File: src/rtl/icache_line_prefetcher_pkg.sv
// Shared definitions for the next-line instruction prefetcher.
package icache_line_prefetcher_pkg;

  typedef enum logic [1:0] {
    PF_IDLE,
    PF_AR,
    PF_R
  } pf_state_e;

  localparam logic [2:0] AXI_SIZE_4B    = 3'b010;
  localparam logic [1:0] AXI_BURST_INCR = 2'b01;

  localparam int DEF_LINE_WORDS = 16;
  localparam int LINE_OFF_BITS  = $clog2(DEF_LINE_WORDS * 4);

  // Address of the line after the one containing addr; wraps modulo 2^32.
  function automatic logic [31:0] next_line_addr(input logic [31:0] addr,
                                                 input int unsigned off_bits);
    logic [31:0] line_bytes;
    line_bytes = 32'd1 << off_bits;
    return (addr + line_bytes) & ~(line_bytes - 32'd1);
  endfunction

endpackage

File: src/rtl/icache_line_prefetcher_line_buffer.sv
// Single prefetch line: word-addressed write port, flat read-out, clear to zero.
module pf_line_buffer #(
  parameter int WORDS = 16,
  parameter int IDXW  = 4
) (
  input  logic                  clk_i,
  input  logic                  rst_ni,
  input  logic                  clr_i,
  input  logic                  we_i,
  input  logic [IDXW-1:0]       idx_i,
  input  logic [31:0]           wdata_i,
  output logic [32*WORDS-1:0]   data_o
);

  logic [31:0] mem_q [WORDS];

  always_ff @(posedge clk_i or negedge rst_ni) begin
    if (!rst_ni) begin
      for (int i = 0; i < WORDS; i++) mem_q[i] <= '0;
    end else if (clr_i) begin
      for (int i = 0; i < WORDS; i++) mem_q[i] <= '0;
    end else if (we_i) begin
      mem_q[idx_i] <= wdata_i;
    end
  end

  for (genvar g = 0; g < WORDS; g++) begin : g_flat
    assign data_o[32*g +: 32] = mem_q[g];
  end

endmodule

File: src/rtl/icache_line_prefetcher.sv
// Next-line instruction prefetcher: one INCR burst per qualifying miss into a
// single-entry line buffer, read-only AXI master.
//
// state   | meaning
// PF_IDLE | no burst outstanding; buffer stable
// PF_AR   | read address presented, waiting for arready
// PF_R    | receiving beats; aborted bursts are drained then reissued
module icache_line_prefetcher
  import icache_line_prefetcher_pkg::*;
#(
  parameter int         LINE_WORDS = DEF_LINE_WORDS,
  parameter logic [3:0] AXI_ID     = 4'd1
) (
  input  logic                    aclk,
  input  logic                    aresetn,
  input  logic                    miss_i,
  input  logic                    rd_req_i,
  input  logic [31:0]             rd_addr_i,
  input  logic                    next_present_i,
  input  logic                    consume_i,
  output logic [31:0]             buff_addr_o,
  output logic [32*LINE_WORDS-1:0] buff_data_o,
  output logic                    buff_ready_o,
  output logic                    busy_o,
  output logic [3:0]              arid_o,
  output logic [31:0]             araddr_o,
  output logic [3:0]              arlen_o,
  output logic [2:0]              arsize_o,
  output logic [1:0]              arburst_o,
  output logic [1:0]              arlock_o,
  output logic [3:0]              arcache_o,
  output logic [2:0]              arprot_o,
  output logic                    arvalid_o,
  input  logic                    arready_i,
  input  logic [3:0]              rid_i,
  input  logic [31:0]             rdata_i,
  input  logic [1:0]              rresp_i,
  input  logic                    rlast_i,
  input  logic                    rvalid_i,
  output logic                    rready_o,
  output logic [3:0]              awid_o,
  output logic [31:0]             awaddr_o,
  output logic [3:0]              awlen_o,
  output logic [2:0]              awsize_o,
  output logic [1:0]              awburst_o,
  output logic [1:0]              awlock_o,
  output logic [3:0]              awcache_o,
  output logic [2:0]              awprot_o,
  output logic                    awvalid_o,
  output logic [31:0]             wdata_o,
  output logic [3:0]              wstrb_o,
  output logic                    wlast_o,
  output logic                    wvalid_o,
  output logic                    bready_o
);

  localparam int OFF_BITS = (LINE_WORDS == DEF_LINE_WORDS) ? LINE_OFF_BITS
                                                           : $clog2(LINE_WORDS * 4);
  localparam int IDXW     = (LINE_WORDS > 1) ? $clog2(LINE_WORDS) : 1;

  pf_state_e       state_q, state_d;
  logic [31:0]     pend_addr_q, pend_addr_d;
  logic [31:0]     next_addr_q, next_addr_d;
  logic [31:0]     buff_addr_q, buff_addr_d;
  logic            buff_ready_q, buff_ready_d;
  logic            err_q, err_d;
  logic            abort_q, abort_d;
  logic [IDXW-1:0] cnt_q, cnt_d;
  logic            buf_clr, buf_we;
  logic [31:0]     tgt;
  logic            trigger;
  logic            beat;

  assign tgt     = next_line_addr(rd_addr_i, OFF_BITS);
  assign trigger = rd_req_i & miss_i & ~next_present_i &
                   ((tgt != buff_addr_q) | ~buff_ready_q);
  // Beats carrying another ID are handshaken but never land in the buffer.
  assign beat    = (state_q == PF_R) & rvalid_i & (rid_i == AXI_ID);

  always_ff @(posedge aclk or negedge aresetn) begin
    if (!aresetn) begin
      state_q      <= PF_IDLE;
      pend_addr_q  <= '0;
      next_addr_q  <= '0;
      buff_addr_q  <= '0;
      buff_ready_q <= 1'b0;
      err_q        <= 1'b0;
      abort_q      <= 1'b0;
      cnt_q        <= '0;
    end else begin
      state_q      <= state_d;
      pend_addr_q  <= pend_addr_d;
      next_addr_q  <= next_addr_d;
      buff_addr_q  <= buff_addr_d;
      buff_ready_q <= buff_ready_d;
      err_q        <= err_d;
      abort_q      <= abort_d;
      cnt_q        <= cnt_d;
    end
  end

  always_comb begin
    state_d      = state_q;
    pend_addr_d  = pend_addr_q;
    next_addr_d  = next_addr_q;
    buff_addr_d  = buff_addr_q;
    buff_ready_d = buff_ready_q;
    err_d        = err_q;
    abort_d      = abort_q;
    cnt_d        = cnt_q;
    buf_clr      = 1'b0;
    buf_we       = 1'b0;
    case (state_q)
      PF_IDLE: begin
        if (consume_i) buff_ready_d = 1'b0;
        if (trigger) begin
          pend_addr_d = tgt;
          state_d     = PF_AR;
        end
      end
      PF_AR: begin
        if (arready_i) begin
          state_d      = PF_R;
          cnt_d        = '0;
          err_d        = 1'b0;
          abort_d      = 1'b0;
          buff_ready_d = 1'b0;
          buf_clr      = 1'b1;
        end
      end
      PF_R: begin
        if (trigger && (tgt != pend_addr_q)) begin
          abort_d     = 1'b1;
          next_addr_d = tgt;
        end
        if (beat) begin
          buf_we = 1'b1;
          cnt_d  = cnt_q + 1'b1;
          err_d  = err_q | (|rresp_i);
          if (rlast_i) begin
            // AXI cannot cancel a burst, so a superseded line is drained and dropped.
            if (abort_d) begin
              pend_addr_d = next_addr_d;
              state_d     = PF_AR;
            end else begin
              buff_addr_d  = pend_addr_q;
              buff_ready_d = ~err_d;
              state_d      = PF_IDLE;
            end
          end
        end
      end
      default: state_d = PF_IDLE;
    endcase
  end

  pf_line_buffer #(
    .WORDS (LINE_WORDS),
    .IDXW  (IDXW)
  ) u_line_buffer (
    .clk_i   (aclk),
    .rst_ni  (aresetn),
    .clr_i   (buf_clr),
    .we_i    (buf_we),
    .idx_i   (cnt_q),
    .wdata_i (rdata_i),
    .data_o  (buff_data_o)
  );

  assign buff_addr_o  = buff_addr_q;
  assign buff_ready_o = buff_ready_q;
  assign busy_o       = (state_q != PF_IDLE);

  assign arid_o    = AXI_ID;
  assign araddr_o  = pend_addr_q;
  assign arlen_o   = 4'(LINE_WORDS - 1);
  assign arsize_o  = AXI_SIZE_4B;
  assign arburst_o = AXI_BURST_INCR;
  assign arlock_o  = 2'b00;
  assign arcache_o = 4'b0000;
  assign arprot_o  = 3'b000;
  assign arvalid_o = (state_q == PF_AR);
  assign rready_o  = (state_q == PF_R);

  assign awid_o    = '0;
  assign awaddr_o  = '0;
  assign awlen_o   = '0;
  assign awsize_o  = '0;
  assign awburst_o = '0;
  assign awlock_o  = '0;
  assign awcache_o = '0;
  assign awprot_o  = '0;
  assign awvalid_o = 1'b0;
  assign wdata_o   = '0;
  assign wstrb_o   = '0;
  assign wlast_o   = 1'b0;
  assign wvalid_o  = 1'b0;
  assign bready_o  = 1'b0;

endmodule

File: config.mk
export PLATFORM = sky130hd
export DESIGN_NAME = icache_line_prefetcher
export DESIGN_NICKNAME = d
export VERILOG_FILES = /design/src/rtl/icache_line_prefetcher_pkg.sv /design/src/rtl/icache_line_prefetcher_line_buffer.sv /design/src/rtl/icache_line_prefetcher.sv
export SDC_FILE = /design/constraint.sdc
export NUM_CORES = 1
export LEC_CHECK = 0
export CORE_AREA = 2 2 298 300
export DETAILED_ROUTE_END_ITERATION = 7
export DIE_AREA = 0 0 300 302
export GPL_TIMING_DRIVEN = 0
export SLEW_MARGIN = 0
export SYNTH_ARGS = -nofsm -noshare
export SYNTH_HDL_FRONTEND = slang
export SYNTH_SLANG_ARGS = --single-unit
File: constraint.sdc
create_clock -name aclk -period 4.3 [get_ports aclk]
set_input_delay 0.43 -clock aclk [delete_from_list [all_inputs] [get_ports aclk]]
set_output_delay 0.43 -clock aclk [all_outputs]
set_load 0.03 [all_outputs]
==> results of run 1 <==
==> power by group through the flow <==
stage / logic, mW / registers, mW / clock network [mW]
6_report: 3.54 / 6.77 / 6.65
5_1_grt: 3.75 / 6.82 / 6.99
4_1_cts: 3.55 / 6.77 / 6.75
3_5_place_dp: 3.49 / 6.87 / 0
3_3_place_gp: 3.44 / 6.88 / 0
2_1_floorplan: 1.41 / 7.36 / 0
==> through the flow <==
step | util (%) | setup TNS (ns) | setup WS [ns] | instances
after CTS | 44.0 | 0 | 0.0222 | 5060
after global routing | 44.1 | 0 | 0.00694 | 5061
final | 44.1 | 0 | 0.106 | 5062
after detailed placement | 40.8 | -117.31 | -1.44 | 4915
after floorplan | - | 0 | 0.0469 | 3135
after global placement | 40.6 | - | -26.47 | 4905
==> worst max-delay path by stage <==
stage	end	from	slack, ns	cells after the start
detailed placement	next_addr_q[7]	rd_addr_i[6]	-1.44	14
CTS	araddr_o[10]	rd_addr_i[6]	0.02	14
global route	buff_addr_o[4]	rd_addr_i[6]	0.007	16
global placement	u_line_buffer.data_o[163]	aresetn	-26.47	1
floorplan	araddr_o[30]	rd_addr_i[6]	0.05	13
finish	buff_addr_o[18]	rd_addr_i[6]	0.11	16
==> timing repair <==
action,4_1_cts,5_1_grt
hold endpoints to repair,26,0
hold buffers,1,0
setup buffers,12,1
pin swaps,4,4
gates resized for setup,23,21
endpoints found under the setup margin,99,88
==> flip-flops by register name, summed over array words and instances, names as in the netlist <==
register	flops
err_q	1
abort_q	1
buff_addr_o	32
u_line_buffer.data_o	512
state_q	2
araddr_o	32
cnt_q	4
next_addr_q	32
buff_ready_o	1
==> cell usage in the layout (no fill, tap or decap), types with 7 or more instances in the layout <==
cell	instances
a21oi_1	523
buf_4	129
bufinv_16	9
clkbuf_1	245
clkbuf_16	74
clkbuf_8	12
clkdlybuf4s50_1	602
clkinv_2	9
conb_1	116
dfrtp_1	617
inv_1	20
mux2_2	95
mux2i_1	13
nand2_1	1052
nand2b_1	13
nand3_1	27
nand3b_1	7
nand4_1	20
nor2_1	31
nor2b_1	16
nor3_1	8
nor3_2	7
nor4_1	8
o21ai_0	14
or3_1	7
xnor2_1	33
xor2_1	23
==> logic make-up after synthesis <==
family / Yosys count / synth area share [%]
xor gates and xnor gates: 63 / 2.36
other: 2 / 0.0272
AOI/OAI and AO/OA: 584 / 11.2
adders and majority gates: 5 / 0.227
muxes: 111 / 4.47
and+or+nand+nor: 1246 / 18.6
buffers and inverters: 393 / 7.13
DFF: 617 / 56.0
==> final cells by class <==
cell class	count	area (um2)
well taps	1165	1460
multi-input cells	2125	10700
plain buffers	371	1910
flip-flops and latches	617	15400
repair buffers	629	6400
clock buffers	102	2080
inverters	20	75.1
diodes	3	7.51
clock inverters	30	485
fillers	8641	49000
==> tightest hold or removal path: cells and delay by family <==
kind	cells	cell delay, ns
buf+inv	1	0.21
compound gates	1	0.06
simple gates	1	0.11
==> per-layer routing <==
layer | vias up | routed length, um | GRT usage (%)
li1 | 11300 | - | -
met1 | 12400 | 47600 | 31.8
met2 | 967 | 54700 | 40.1
met3 | 201 | 8900 | 5.80
met4 | 0 | 4780 | 10.2
met5 | - | 0 | 0
==> impl_metrics.tcl, run 1 <==
set metrics [dict create \
    status "complete, but fails checks" \
    failed_checks "capacitance limit, slew limit" \
    setup_viol 0 \
    die_h_um 302 \
    r2r_cells 13 \
    synth-seq-cells 617 \
    p_leak_nw 16.3 \
    fmax_ghz 0.238 \
    dr.pass1.iters 5 \
    gp_congestion 0.908 \
    path_max_fanout 10 \
    io_buffers 605 \
    min_path_cells 3 \
    ys_types 68 \
    path_delay_family "simple AND/OR/NAND/NOR gates" \
    p_per_area_nw_per_um2 440 \
    start_util_pct 31.5 \
    worstSkewPairLatency_ns 0.63 \
    cts_tree "built" \
    routedWlPerCell_um 22.9 \
    grt_pass1_vias 23500 \
    num_io_pins 775 \
    slew_headroom_pct -1.60 \
    grt_pass1_wl_mm 165 \
    hp-start "rdata_i[8]" \
    synth.most_common_cell "nand2_1" \
    clockPowerShare_pct 39.2 \
    cts_root_buf "clkbuf_16" \
    drt_iter0_markers 1967 \
    drive_above_1_share_pct 10.4 \
    swShare_pct 31.4 \
    via_per_inst 4.91 \
    vias 24800 \
    cp.required_ns 4.80 \
    cts_made_buffers 73 \
    slew_viol_final 6 \
    drv_cap 1 \
    track_usage_pct 24.7 \
    min_to "u_line_buffer.data_o[136]" \
    dpl.hpwl_mm 86.3 \
    ctsLongestPathBuffers 3 \
    finalNetCount 3921 \
    p_int_mw 11.6 \
    critical_path_class "primary input to register" \
    async_flop_share_pct 100 \
    crit_chain "clkdlybuf4s50_1 -> ha_4 -> nand4_4 -> or3_1 -> buf_2 -> a311o_1 -> or4_1 -> or4_4 -> nor4_4 -> nand4_1 -> buf_4 -> and2_4 -> nor3_4 -> buf_12 -> buf_6 -> mux2_2" \
    cts_num_sinks 617 \
    p_sw_mw 5.33 \
    clkSlewWorstSetupHoldPaths_ns 0.06 \
    finClkSkew_ns 0.0385 \
    synth_area_leaders "dfrtp_1 56%, nand2_1 14%, a21oi_1 9.5%, mux2_2 3.9%, clkbuf_1 3.3%" \
    startpoint_type "primary input" \
    whs_ns 0.214 \
    yosysTopAreaCell "dfrtp_1" \
    placed_cell_area_um2 35700 \
    grt_max_degree 118 \
    wl_mm 116 \
    min-delay-path-class "primary input to register" \
    num_rows 109 \
    synth_top_cell_area_share_pct 56.0 \
    vdd_ir_drop_max_mv 0.286 \
    rsz0062_at_grt "no" \
    die_area_um2 90600 \
    timing.critical_path.buf_inv 5 \
    synth_edf_count 0 \
    fin_crit_ns 4.19 \
    drc_errors 0 \
    arrival_ns 4.69 \
    synth_common_cells "1052 x nand2_1, 617 x dfrtp_1, 523 x a21oi_1" \
    fin_crit_sh_pct 97.5 \
    ys_seq_area_share_pct 56.0 \
    yosys_warnings 0 \
    synth_area_um2 27600 \
    r2r-start "araddr_o[1]" \
    avgSynthCellArea_um2 9.13 \
    ctsHtreeMaxLevel 3 \
    syn2layout_area_growth_pct 39.9 \
    critical_path.max_stage_delay_ns 0.52 \
    ant_nets 0 \
    seqPwrFrac_pct 39.9 \
    overflow 0 \
    syn_inst 3021 \
    die_w_um 300 \
    r2r_slack_ns 0.31 \
    cp-end-kind "register" \
    ys.flop_type "dfrtp_1" \
    r2r_end "buff_addr_o[18]" \
    finalPower_mw 17.0 \
    worstMarginPinSlew_ns 1.51 \
    antenna_found_initial 4 \
    p_comb_share_pct 20.9 \
    cp_slowest_cell "clkdlybuf4s50_1" \
    coreArea_um2 87600 \
    final_area_um2 38600 \
    hold_violations 0 \
]
Power figures use the tool's default switching activity.
==> inputs of run 2 (changes only) <==
--- a/config.mk
+++ b/config.mk
@@ -5,9 +5,10 @@
 export SDC_FILE = /design/constraint.sdc
 export NUM_CORES = 1
 export LEC_CHECK = 0
-export CORE_AREA = 2 2 298 300
+export CORE_AREA = 2 2 300 302
 export DETAILED_ROUTE_END_ITERATION = 7
-export DIE_AREA = 0 0 300 302
+export DIE_AREA = 0 0 302 304
+export DONT_BUFFER_PORTS = 1
 export GPL_TIMING_DRIVEN = 0
 export SLEW_MARGIN = 0
 export SYNTH_ARGS = -nofsm -noshare
==> run 2 against run 1 <==
  * The flow finishes with violations (hold timing, slew limit)
  * Cell count down 12%
  * Utilization decreased by 7.9 points
  * Die area increased by 1.3%
  * Wire length down 5.0%
==> impl_metrics.tcl, run 2 (same netlist as run 1, synthesis figures left out) <==
set metrics [dict create \
    syn2layout_area_growth_pct 16.7 \
    slew_headroom_pct -241 \
    grt_max_degree 618 \
    critical_path.max_stage_delay_ns 0.51 \
    worstMarginPinSlew_ns 5.11 \
    min-delay-path-class "primary input to async pin" \
    multi_input_area_um2 10600 \
    ant_nets 0 \
    die_h_um 304 \
    ctsHtreeMaxLevel 3 \
    dpl.hpwl_mm 80.9 \
    cp.required_ns 4.81 \
    routedWlPerCell_um 24.7 \
    cts_tree "built" \
    ctsLongestPathBuffers 3 \
    fin_crit_ns 4.19 \
    layout_commonest_cell "nand2_1" \
    die_area_um2 91800 \
    grt_pass1_vias 21100 \
    worstSkewPairLatency_ns 0.65 \
    timing.critical_path.buf_inv 1 \
    drv_cap 0 \
    dr.pass1.iters 7 \
    cp_num_cells 11 \
    drc_errors 0 \
    drt_iter0_markers 2141 \
    num-fill-cells 9076 \
    failed_checks "hold timing, slew limit" \
    grt_pass1_wl_mm 156 \
    start_util_pct 31.0 \
    critical_path_class "register to register" \
    antenna_found_initial 9 \
    worst_slack_ns 0.109 \
    vdd_ir_drop_max_mv 0.396 \
    cts_hold_buf 3 \
    num_io_pins 775 \
    fmax_ghz 0.239 \
    p_leak_nw 14.1 \
    num_rows 110 \
    largest_reg_flops 512 \
    overflow 0 \
    cp_slowest_cell "dfrtp_2" \
    cts_made_buffers 71 \
    setup_viol 0 \
    path_delay_family "simple AND/OR/NAND/NOR gates" \
    fin_crit_sh_pct 97.5 \
    die_w_um 302 \
    cts_num_sinks 617 \
    finClkSkew_ns 0.0266 \
    r2r_cells 11 \
    fin_tns_setup_ns 0 \
    path_max_fanout 10 \
    track_usage_pct 23.2 \
    via_per_inst 5.10 \
    placed_cells 4312 \
    wl_mm 110 \
    io_buffers 0 \
    drive_above_1_share_pct 11.5 \
    gp_congestion 0.929 \
    pre_cts_ws_ns -0.762 \
    p_per_area_nw_per_um2 502 \
    cts_root_buf "clkbuf_16" \
    clkSlewWorstSetupHoldPaths_ns 0.06 \
    coreArea_um2 89000 \
    mostFrequentLayoutCells "1052 x nand2_1, 614 x dfrtp_1, 523 x a21oi_1, 242 x clkbuf_1, 122 x buf_4" \
    startpoint_type "register" \
    cp-end-kind "register" \
    arrival_ns 4.70 \
    rsz0062_at_grt "yes" \
    vias 22700 \
    hold_violations 117 \
    slew_viol_final 528 \
    finalNetCount 3300 \
    whs_ns -0.488 \
    area.sequential_um2 15400 \
    fin_cells 4452 \
    status "complete, but fails checks" \
    crit_chain "nor4_2 -> nand4_1 -> a311o_1 -> or4_1 -> or4_1 -> nor4_4 -> nand4_1 -> a21oi_4 -> buf_6 -> mux2_2 -> mux2_2" \
    finalPower_mw 16.1 \
]
[run 2: changes by cell type in the layout (fill, tap and decap cells not counted), moves of 5 or more]
cell             previous run  this run
clkdlybuf4s50_1           602         0
buf_4                     129       122
clkbuf_4                    5         0
nor3_1                      8        15
buf_16                      6         0
nor3_2                      7         0
[run 2: layout make-up]
cell class                      count  area share (%)
Antenna cell                        3          0.0233
Buffer                            373            5.90
Clock buffer                       96            6.38
Clock inverter                     34            1.62
Inverter                           20           0.233
Multi-Input combinational cell   2125            33.0
Sequential cell                   617            48.0
Tap cell                         1176            4.57
Timing Repair Buffer                8           0.249
[run 2: power breakdown]
group          internal, mW  leakage (nW)  total, mW  switching [mW]
logic                 0.787          4.35       1.93            1.14
clock network          3.95          1.26       6.67            2.72
registers              6.27          8.49       7.54            1.28
[run 2: repair_timing]
item / CTS / global route
buffers inserted: 2 / 2
pin swaps: 2 / 3
setup endpoints to repair: 83 / 86
resized for setup: 4 / 11
endpoints found under the hold margin: 621 / 617
[run 2: through the flow]
step / cell area (um2) / hold slack [ns] / util [%]
3_5_place_dp: 29500 / 0.149 / 33.1
5_1_grt: 32200 / -0.533 / 36.1
4_1_cts: 32100 / -0.550 / 36.1
6_report: 32200 / -0.488 / 36.1
3_3_place_gp: 29500 / 0.150 / 33.1
2_1_floorplan: 28000 / 0.134 / -
[run 2: path summary, 6_finish.rpt]
check	from	endpoint	slack, ns
max reg2reg	araddr_o[1]	araddr_o[17]	0.11
max	araddr_o[1]	araddr_o[17]	0.11
min in group aclk	rd_addr_i[28]	next_addr_q[28]	0.06
min reg2reg	next_addr_q[4]	araddr_o[4]	0.48
max in group asynchronous	aresetn	u_line_buffer.data_o[153]	0.82
min	aresetn	buff_addr_o[13]	-0.49
[run 2: routing by layer]
layer	global-route usage, %	up-vias	share of wire, %
met5	0	-	0
met4	11.1	0	4.9
met3	6.50	242	9.6
li1	-	10000	-
met1	29.3	11300	40
met2	36.6	1118	46
==> inputs of run 3 (changes only) <==
--- a/config.mk
+++ b/config.mk
@@ -10,6 +10,7 @@
 export DIE_AREA = 0 0 302 304
 export DONT_BUFFER_PORTS = 1
 export GPL_TIMING_DRIVEN = 0
+export SETUP_SLACK_MARGIN = 0.15
 export SLEW_MARGIN = 0
 export SYNTH_ARGS = -nofsm -noshare
 export SYNTH_HDL_FRONTEND = slang
==> constraint.sdc (replaced) <==
create_clock -name aclk -period 4.5 [get_ports aclk]
set_input_delay 0.45 -clock aclk [delete_from_list [all_inputs] [get_ports aclk]]
set_output_delay 0.45 -clock aclk [all_outputs]
set_load 0.03 [all_outputs]
==> run 3 against run 2 <==
  * The flow still finishes with violations (hold timing, slew limit)
  * Utilization hardly changed
  * Largest power group unchanged
  * Clock skew is 0.00056 ns lower
  * Highest routed layer unchanged
  * Sequential power is 4.4% lower
==> impl_metrics.tcl, run 3 (same netlist as run 1, synthesis figures left out) <==
set metrics [dict create \
    fin_crit_ns 4.24 \
    drt_iter0_markers 2034 \
    hold_violations 124 \
    arrival_ns 4.75 \
    p_leak_nw 14.1 \
    grt_pass1_vias 21100 \
    startpoint_type "register" \
    failed_checks "hold timing, slew limit" \
    layout_commonest_cell "nand2_1" \
    cts_tree "built" \
    die_w_um 302 \
    pre_cts_ws_ns -0.582 \
    syn2layout_area_growth_pct 16.6 \
    mostFrequentLayoutCells "1052 x nand2_1, 614 x dfrtp_1, 523 x a21oi_1, 242 x clkbuf_1, 122 x buf_4" \
    vias 22700 \
    drc_errors 0 \
    die_area_um2 91800 \
    drv_cap 0 \
    critical_path_class "register to register" \
    drive_above_1_share_pct 11.5 \
    gp_congestion 0.929 \
    track_usage_pct 23.2 \
    fin_tns_setup_ns 0 \
    finalNetCount 3299 \
    num_io_pins 775 \
    start_util_pct 31.0 \
    cts_hold_buf 2 \
    path_max_fanout 10 \
    io_buffers 0 \
    status "complete, but fails checks" \
    min-delay-path-class "primary input to async pin" \
    finalPower_mw 15.4 \
    cts_num_sinks 617 \
    wl_met2_mm 50.5 \
    p_per_area_nw_per_um2 479 \
    largest_reg_flops 512 \
    top_layer_used "met4" \
    grt_pass1_wl_mm 156 \
    cts_made_buffers 71 \
    cp-end-kind "register" \
    worstSkewPairLatency_ns 0.63 \
    slew_headroom_pct -228 \
    clkSlewWorstSetupHoldPaths_ns 0.06 \
    fmax_ghz 0.236 \
    coreArea_um2 89000 \
    ant_nets 0 \
    grt_max_degree 618 \
    cts_root_buf "clkbuf_16" \
    dpl.hpwl_mm 80.9 \
    wl_met3_mm 10.6 \
    rsz0062_at_grt "yes" \
    cp.required_ns 5.01 \
    whs_ns -0.467 \
    finish.utilization_pct 36.1 \
    die_h_um 304 \
    num_rows 110 \
    routedWlPerCell_um 24.7 \
    vdd_ir_drop_max_mv 0.378 \
    antenna_found_initial 9 \
    overflow 0 \
    fin_crit_sh_pct 94.2 \
    worstMarginPinSlew_ns 4.92 \
    wl_mm 110 \
    ctsHtreeMaxLevel 3 \
    wl_met1_mm 43.5 \
    dr.pass1.iters 6 \
    ctsLongestPathBuffers 3 \
    via_per_inst 5.10 \
    setup_viol 0 \
    worst_slack_ns 0.263 \
    slew_viol_final 508 \
    finClkSkew_ns 0.0261 \
]
run 3: changes by cell type in the layout (fill, tap and decap cells not counted), sizes merged:
cell / before / now
diode: 3 / 4
dlygate4sd3: 3 / 2
run 3: through the flow:
step / cells / area, um2
4_1_cts: 4446 / 32100
6_report: 4452 / 32200
2_1_floorplan: 3135 / 28000
3_3_place_gp: 4311 / 29500
3_5_place_dp: 4312 / 29500
5_1_grt: 4450 / 32200
run 3: path summary, 6_finish.rpt:
check	slack, ns	endpoint	start	cells after the start
max	0.26	araddr_o[17]	araddr_o[1]	11
min	-0.47	buff_addr_o[13]	aresetn	0
max reg2reg	0.26	araddr_o[17]	araddr_o[1]	11
min reg2reg	0.48	araddr_o[4]	next_addr_q[4]	1
max in group asynchronous	1.14	u_line_buffer.data_o[154]	aresetn	0
min in group aclk	0.08	err_q	rresp_i[1]	2
run 3: layout make-up:
class	instances	area [um2]
Antenna cell	4	10.0
Fill cell	9075	56900
Inverter	20	75.1
Multi-Input combinational cell	2125	10600
Buffer	373	1900
Tap cell	1176	1470
Timing Repair Buffer	7	70.1
Clock buffer	96	2050
Sequential cell	617	15400
Clock inverter	34	520
run 3: critical path, cell delays in order (launching register included):
cell and delay (ns):
dfrtp_2 0.51, nor4_2 0.37, nand4_1 0.17, a311o_1 0.29
or4_1 0.49, or4_1 0.45, nor4_2 0.40, nand4_1 0.27
a21oi_4 0.33, buf_6 0.23, mux2_2 0.34, mux2_2 0.27
run 3: what timing repair did:
| item | CTS | global route |
|---|---|---|
| buffers inserted | 2 | 2 |
| hold endpoints to repair | 621 | 617 |
| pin swaps | 1 | 1 |
| setup endpoints to repair | 79 | 74 |
| resized for setup | 4 | 10 |
run 3: routing by layer:
metal	vias to the layer above	global-route usage [%]
met1	11300	29.3
met3	246	6.50
li1	10000	-
met5	-	0
met2	1145	36.6
met4	0	11.1
run 3: power breakdown:
group,leakage (nW),internal (mW),switching [mW]
Clock,1.26,3.77,2.60
Combinational,4.34,0.752,1.09
Sequential,8.49,5.99,1.22
